## src/rtl/conv_feed_ctrl.sv

```systemverilog
// Convolution feed sequencer: walks (oy,ox,ky,kx), issues feature-map reads and emits MAC framing
// flags two cycles after each issue. Optional build macro CONV_FEED_STRIDE2_EN selects stride 2.
module conv_feed_ctrl #(
  parameter int IMG_W   = 8,
  parameter int IMG_H   = 8,
  parameter int K       = 3,
  parameter int ADDR_BW = 16,
  parameter int CNT_BW  = 8
) (
  input  logic               clk,
  input  logic               rst_n,
  input  logic               i_start,
  input  logic               i_stall,
  output logic               o_busy,
  output logic               o_done,
  output logic               o_fm_rd_en,
  output logic [ADDR_BW-1:0] o_fm_addr,
  output logic               o_tap_valid,
  output logic [CNT_BW-1:0]  o_k_idx,
  output logic               o_acc_first,
  output logic               o_acc_last,
  output logic [CNT_BW-1:0]  o_out_row,
  output logic [CNT_BW-1:0]  o_out_col
);

`ifdef CONV_FEED_STRIDE2_EN
  localparam int S = 2;
`else
  localparam int S = 1;
`endif
  localparam int OW = (IMG_W - K) / S + 1;
  localparam int OH = (IMG_H - K) / S + 1;
  localparam logic [CNT_BW-1:0]  KM1    = CNT_BW'(K - 1);
  localparam logic [CNT_BW-1:0]  KC     = CNT_BW'(K);
  localparam logic [CNT_BW-1:0]  STEP   = CNT_BW'(S);
  localparam logic [CNT_BW-1:0]  ONE    = CNT_BW'(1);
  localparam logic [CNT_BW-1:0]  OX_MAX = CNT_BW'((OW - 1) * S);
  localparam logic [CNT_BW-1:0]  OY_MAX = CNT_BW'((OH - 1) * S);
  localparam logic [ADDR_BW-1:0] ROW_W  = ADDR_BW'(IMG_W);

  typedef enum logic [1:0] {IDLE, RUN, DRAIN, DONE} state_t;

  state_t              state_q;
  logic [CNT_BW-1:0]   kx_q, ky_q, ox_q, oy_q;
  logic [CNT_BW-1:0]   kx_d, ky_d, ox_d, oy_d;
  logic [ADDR_BW-1:0]  addr_d, addr_q;
  logic                fin_q, drain_q, busy_q, done_q, rd_en_q;
  logic                issue, last_tap;
  // stage 0 travels with the read strobe; stages 1 and 2 track the buffer and preprocessing registers
  logic                first0_q, last0_q, first1_q, last1_q, first2_q, last2_q, v1_q, v2_q;
  logic [CNT_BW-1:0]   k0_q, row0_q, col0_q, k1_q, row1_q, col1_q, k2_q, row2_q, col2_q;

  always_comb begin
    issue    = (state_q == RUN) && !fin_q && !i_stall;
    last_tap = (kx_q == KM1) && (ky_q == KM1) && (ox_q == OX_MAX) && (oy_q == OY_MAX);
    kx_d = kx_q;
    ky_d = ky_q;
    ox_d = ox_q;
    oy_d = oy_q;
    if (kx_q != KM1) begin
      kx_d = kx_q + ONE;
    end else begin
      kx_d = '0;
      if (ky_q != KM1) begin
        ky_d = ky_q + ONE;
      end else begin
        ky_d = '0;
        if (ox_q != OX_MAX) begin
          ox_d = ox_q + STEP;
        end else begin
          ox_d = '0;
          if (oy_q != OY_MAX) oy_d = oy_q + STEP;
        end
      end
    end
    addr_d = (ADDR_BW'(oy_q) + ADDR_BW'(ky_q)) * ROW_W + ADDR_BW'(ox_q) + ADDR_BW'(kx_q);
  end

  always_ff @(posedge clk or negedge rst_n) begin
    if (!rst_n) begin
      state_q  <= IDLE;
      kx_q     <= '0;
      ky_q     <= '0;
      ox_q     <= '0;
      oy_q     <= '0;
      addr_q   <= '0;
      fin_q    <= 1'b0;
      drain_q  <= 1'b0;
      busy_q   <= 1'b0;
      done_q   <= 1'b0;
      rd_en_q  <= 1'b0;
      first0_q <= 1'b0;
      last0_q  <= 1'b0;
      k0_q     <= '0;
      row0_q   <= '0;
      col0_q   <= '0;
      v1_q     <= 1'b0;
      first1_q <= 1'b0;
      last1_q  <= 1'b0;
      k1_q     <= '0;
      row1_q   <= '0;
      col1_q   <= '0;
      v2_q     <= 1'b0;
      first2_q <= 1'b0;
      last2_q  <= 1'b0;
      k2_q     <= '0;
      row2_q   <= '0;
      col2_q   <= '0;
    end else begin
      rd_en_q  <= issue;
      addr_q   <= issue ? addr_d : '0;
      first0_q <= issue && (ky_q == '0) && (kx_q == '0);
      last0_q  <= issue && (ky_q == KM1) && (kx_q == KM1);
      k0_q     <= issue ? ky_q * KC + kx_q : '0;
      row0_q   <= issue ? oy_q : '0;
      col0_q   <= issue ? ox_q : '0;
      if (issue) begin
        kx_q  <= kx_d;
        ky_q  <= ky_d;
        ox_q  <= ox_d;
        oy_q  <= oy_d;
        fin_q <= last_tap;
      end
      v1_q     <= rd_en_q;
      first1_q <= first0_q;
      last1_q  <= last0_q;
      k1_q     <= k0_q;
      row1_q   <= row0_q;
      col1_q   <= col0_q;
      v2_q     <= v1_q;
      first2_q <= first1_q;
      last2_q  <= last1_q;
      k2_q     <= k1_q;
      row2_q   <= row1_q;
      col2_q   <= col1_q;
      case (state_q)
        IDLE: begin
          done_q <= 1'b0;
          if (i_start) begin
            state_q <= RUN;
            busy_q  <= 1'b1;
            kx_q    <= '0;
            ky_q    <= '0;
            ox_q    <= '0;
            oy_q    <= '0;
            fin_q   <= 1'b0;
          end
        end
        RUN: begin
          if (fin_q) begin
            state_q <= DRAIN;
            drain_q <= 1'b0;
          end
        end
        DRAIN: begin
          drain_q <= 1'b1;
          if (drain_q) begin
            state_q <= DONE;
            done_q  <= 1'b1;
          end
        end
        DONE: begin
          state_q <= IDLE;
          done_q  <= 1'b0;
          busy_q  <= 1'b0;
        end
        default: state_q <= IDLE;
      endcase
    end
  end

  assign o_busy      = busy_q;
  assign o_done      = done_q;
  assign o_fm_rd_en  = rd_en_q;
  assign o_fm_addr   = addr_q;
  assign o_tap_valid = v2_q;
  assign o_k_idx     = k2_q;
  assign o_acc_first = first2_q;
  assign o_acc_last  = last2_q;
  assign o_out_row   = row2_q;
  assign o_out_col   = col2_q;

endmodule
```

## config.mk

```make
export PLATFORM = sky130hd
export DESIGN_NAME = conv_feed_ctrl
export DESIGN_NICKNAME = d
export VERILOG_FILES = /design/src/rtl/conv_feed_ctrl.sv
export SDC_FILE = /design/constraint.sdc
export NUM_CORES = 1
export LEC_CHECK = 0
export ABC_AREA = 1
export CAP_MARGIN = 10
export CORE_MARGIN = 1.5
export CORE_UTILIZATION = 40
export CTS_BUF_LIST = sky130_fd_sc_hd__clkbuf_16
export DETAILED_ROUTE_END_ITERATION = 10
export MAX_ROUTING_LAYER = met4
export SLEW_MARGIN = 5
export SYNTH_ARGS = -nofsm -noshare
export SYNTH_HDL_FRONTEND = slang
export SYNTH_SLANG_ARGS = --single-unit
export TNS_END_PERCENT = 50
```

## constraint.sdc

```tcl
create_clock -name clk -period 3.55 [get_ports clk]
set_input_delay 0.71 -clock clk [delete_from_list [all_inputs] [get_ports clk]]
set_output_delay 0.71 -clock clk [all_outputs]
set_load 0.01 [all_outputs]
```

==> summary.md <==
| Metric | Value |
|---|---|
| DR pass1 iterations | 5 |
| Post-synth top area share | 0.538 |
| Routed WL | between 10000 and 15000 um |
| Resize count post-CTS | 0 |
| Synthesis-to-layout area growth | 20.0% |
| H-tree levels | 4 |
| ANT nets after route | 0 |
| FF-to-FF setup slack | between 0.2 and 0.3 ns |
| Count leader, synth | dfrtp_1 |
| Grt ovf | 0 |
| Hold Path Class | input pin to asynchronous set/reset pin |
| Skew final | about 0.0082 ns |
| Synth Area per Inst | between 10 and 15 um2 |
| Fin. max-slew vios | 0 |
| Reg area | 3300 um2 |
| Endpoint class of the critical path | register |
| DRC viols | 0 |
| Reg2reg start | ky_q[1] |
| Via count | ~4100 |
| Pre-CTS setup slack | 0.332 ns |
| Endpoints failing hold | 0 |
| Clock buffer depth | 2 |
| Tmin final | around 3.3 ns |
| R2R depth | 15 |
| Port bufs | 46 |
| CP Launch Type | register |
| IO Pins | 50 |
| Fillers | roughly 1400 |
| Status | completed |
| Simple-Gate Fraction of Synth Area | 0.178 |
| Final nets | 717 |
| Commonest register cell after synthesis | dfrtp_1 |
| Setup bufs post-CTS | 0 |
| Vias in the first global route | 4067 |
| Slew Limit Headroom | 0.661 |
| Largest family of logic cells by synthesized area | simple AND/OR/NAND/NOR gates |
| Core ar. | about 15000 um2 |
| Die Area | 16100 um2 |
| Synthesis warning total | 0 |
| Synth Area in Compound Gates | 0.0557 |
| Clk_lat worst skew | 0.42 ns |
| PwrDens | 552 nW/um2 |
| Worst hold margin | 0.263 ns |
| Multiplexer share of the synthesized area | 0 |
| Die Wd | between 100 and 150 um |
| Gr usage total | 0.167 |
| FF+latch count, synth | roughly 130 |
| Synth async-reset ratio | 1.00 |
| Critical Path RT | roughly 3.9 ns |
| FP Rows | 45 |
| CP max stage cell | dfrtp_1 |
| Reg2reg end | o_fm_addr[10] |
| CP cell instances | inv_1 > fa_1 > o21bai_1 > xor2_1 > fa_1 > ha_1 > nand2_1 > inv_1 > a21oi_1 > nand2_1 > nand4_1 > nand2_1 > nand2_1 > nand2_1 > nor2_1 |
| Crit share post-route | 0.919 |
| CTS Buf Count | 17 |
| List of most frequent post-synthesis cells | dfrtp_1, nor2_1, nand2_1 |
| Clock sink count | 132 |
| Via density | between 4 and 5 |
| Critical path class | register to register |
| Leak | approximately 0.0038 uW |
| Sequential element share of the synthesized area | 0.538 |
| First-pass GRT wire length | about 20000 um |
| Post-synth EDFFs | 0 |
| Multi-input gate area in the final layout | roughly 2500 um2 |
| Initial DRC count | between 200 and 250 |
| Post-DP HPWL | between 8000 and 9000 um |
| Routed len/inst | between 10 and 15 um |
| Initial antenna violation count | 0 |
| GPL Wtd Cong | about 0.83 |
| Data arrival, critical path | roughly 3.6 ns |
| Maximum vdd ir drop | about 0.35 mV |
| Area leader, netlist | dfrtp_1 |
| WP buf/inv | 2 |
| Largest net degree at the start of global routing | 94 |
| Xor/xnor cell area share of the yosys netlist | 0.0285 |
| Total of max-cap violations | 0 |
| Clk root buf | clkbuf_16 |
| Initial core utilization | 0.407 |
| Adder-cell share of the synthesized area | 0.144 |
| Synthesized area | ~6000 um2 |
| CP delay by family, top | adder cells |
| CTS Hold Buffers Added | 0 |
| Slowest Stage Delay on Critical Path | slightly above 0.5 ns |
| Synth unique cells | 38 |
| Final setup margin | a little under 0.3 ns |
| Crit Path Max Fanout | 7 |
| Post-Synthesis Cells | around 590 |
| Clock-pin slew on the worst setup and hold paths | ~0.06 ns |
| Share of cells above drive strength 1 | 0.0920 |
| Final setup TNS | 0 ns |
| Final setup viols | 0 |
| Achievable Freq | between 300 and 400 MHz |
| Pwr Total | approximately 4100 uW |
| Die Y | roughly 130 um |
| CTS tree | yes |
| Leading post-synthesis cells by cell area | dfrtp_1, ha_1, fa_1, nor2_1, nand2_1 |
| Most used cell, CP | nand2_1 |
| RSZ-0062 raised after global routing | false |
| # diodes | 0 |
| Least-Margin Pin Slew | ~0.51 ns |
-- kinds of logic after synthesis --
logic type / count (synthesis)
AOI/OAI and AO/OA: 65
xor gates and xnor gates: 20
adders and majority gates: 62
buffers and inverters: 87
DFF: 132
other: 1
and+or+nand+nor: 222
-- area by class of cell --
cell class,count,share of cell area
Timing Repair Buffer,48,0.0659
Clock buffer,17,0.0578
Multi-Input combinational cell,372,0.339
Tap cell,188,0.0319
Sequential cell,132,0.448
Inverter,80,0.0411
Clock inverter,14,0.0156
-- flip-flops by register name, summed over array words and instances, names as in the netlist, 2 cells and up --
name	flops
o_fm_addr	13
col0_q	8
col1_q	8
k0_q	8
k1_q	8
kx_q	8
ky_q	8
o_k_idx	8
o_out_col	8
o_out_row	8
ox_q	8
oy_q	8
row0_q	8
row1_q	8
state_q	2
-- how the worst max path moves through the flow --
stage          startpoint             to  slack, ns  depth (start not counted)
2_1_floorplan     ky_q[0]  o_fm_addr[10]       0.62                         16
6_report          ky_q[1]  o_fm_addr[10]       0.29                         15
3_5_place_dp      ky_q[0]  o_fm_addr[10]       0.33                         16
3_3_place_gp      ky_q[0]  o_fm_addr[10]       0.41                         16
4_1_cts           ky_q[1]  o_fm_addr[10]       0.31                         15
5_1_grt           ky_q[0]  o_fm_addr[10]       0.02                         16
-- worst register-to-register path: cells and delay by family, from the launching register on --
family | cells | cell delay, ns
AO/OA/AOI/OAI | 2 | 0.36
XOR/XNOR | 1 | 0.21
adder cells (fa/ha/maj) | 3 | 1.29
buffers and inverters | 2 | 0.20
flip-flops | 1 | 0.51
AND/OR/NAND/NOR | 7 | 0.61
-- metrics by stage --
stage                      util  std cells  cell area, um2
after floorplan               -        591            6140
after global placement    0.452        820            6830
after detailed placement  0.452        820            6830
after CTS                 0.488        851            7370
after global routing      0.488        851            7370
final                     0.488        851            7370
-- cells in the final DEF, fill, tap and decap left out, types with 2 or more instances in the layout --
master	Yosys	layout
nor2_1	74	74
o22ai_1	2	2
o21ai_1	2	2
inv_2	11	11
nor3b_1	2	2
nand2_4	3	3
nor2_2	3	3
clkinv_4	0	2
o21ai_0	19	19
conb_1	1	3
a21oi_1	36	36
nand3_2	3	3
nand3_4	2	2
nor3_1	12	12
clkbuf_16	0	17
nand2_1	71	71
nor2_4	3	3
inv_1	68	70
clkinvlp_4	0	4
ha_1	48	48
buf_4	3	2
clkinv_1	0	2
nand4_1	13	13
fa_1	14	14
nand3_1	27	27
xnor2_1	3	3
clkdlybuf4s50_1	0	45
inv_6	0	2
nor2_8	3	3
xor2_1	17	17
a211oi_1	3	3
dfrtp_1	132	132
-- routing by layer --
| layer | vias up | part of all wire | GRT usage |
|---|---|---|---|
| met4 | 0 | 0.023 | 0.0749 |
| met5 | - | 0 | - |
| met3 | 26 | 0.031 | 0.0392 |
| met2 | 68 | 0.48 | 0.251 |
| li1 | 2019 | - | - |
| met1 | 2024 | 0.47 | 0.216 |
-- power by group --
group | switching (uW) | total [uW] | internal [uW] | leakage, uW
registers | 90.7 | 1690 | 1600 | 0.00183
logic | 504 | 778 | 274 | 0.00171
clock network | 651 | 1600 | 950 | 0.000259
(Power assumes the default switching activity.)
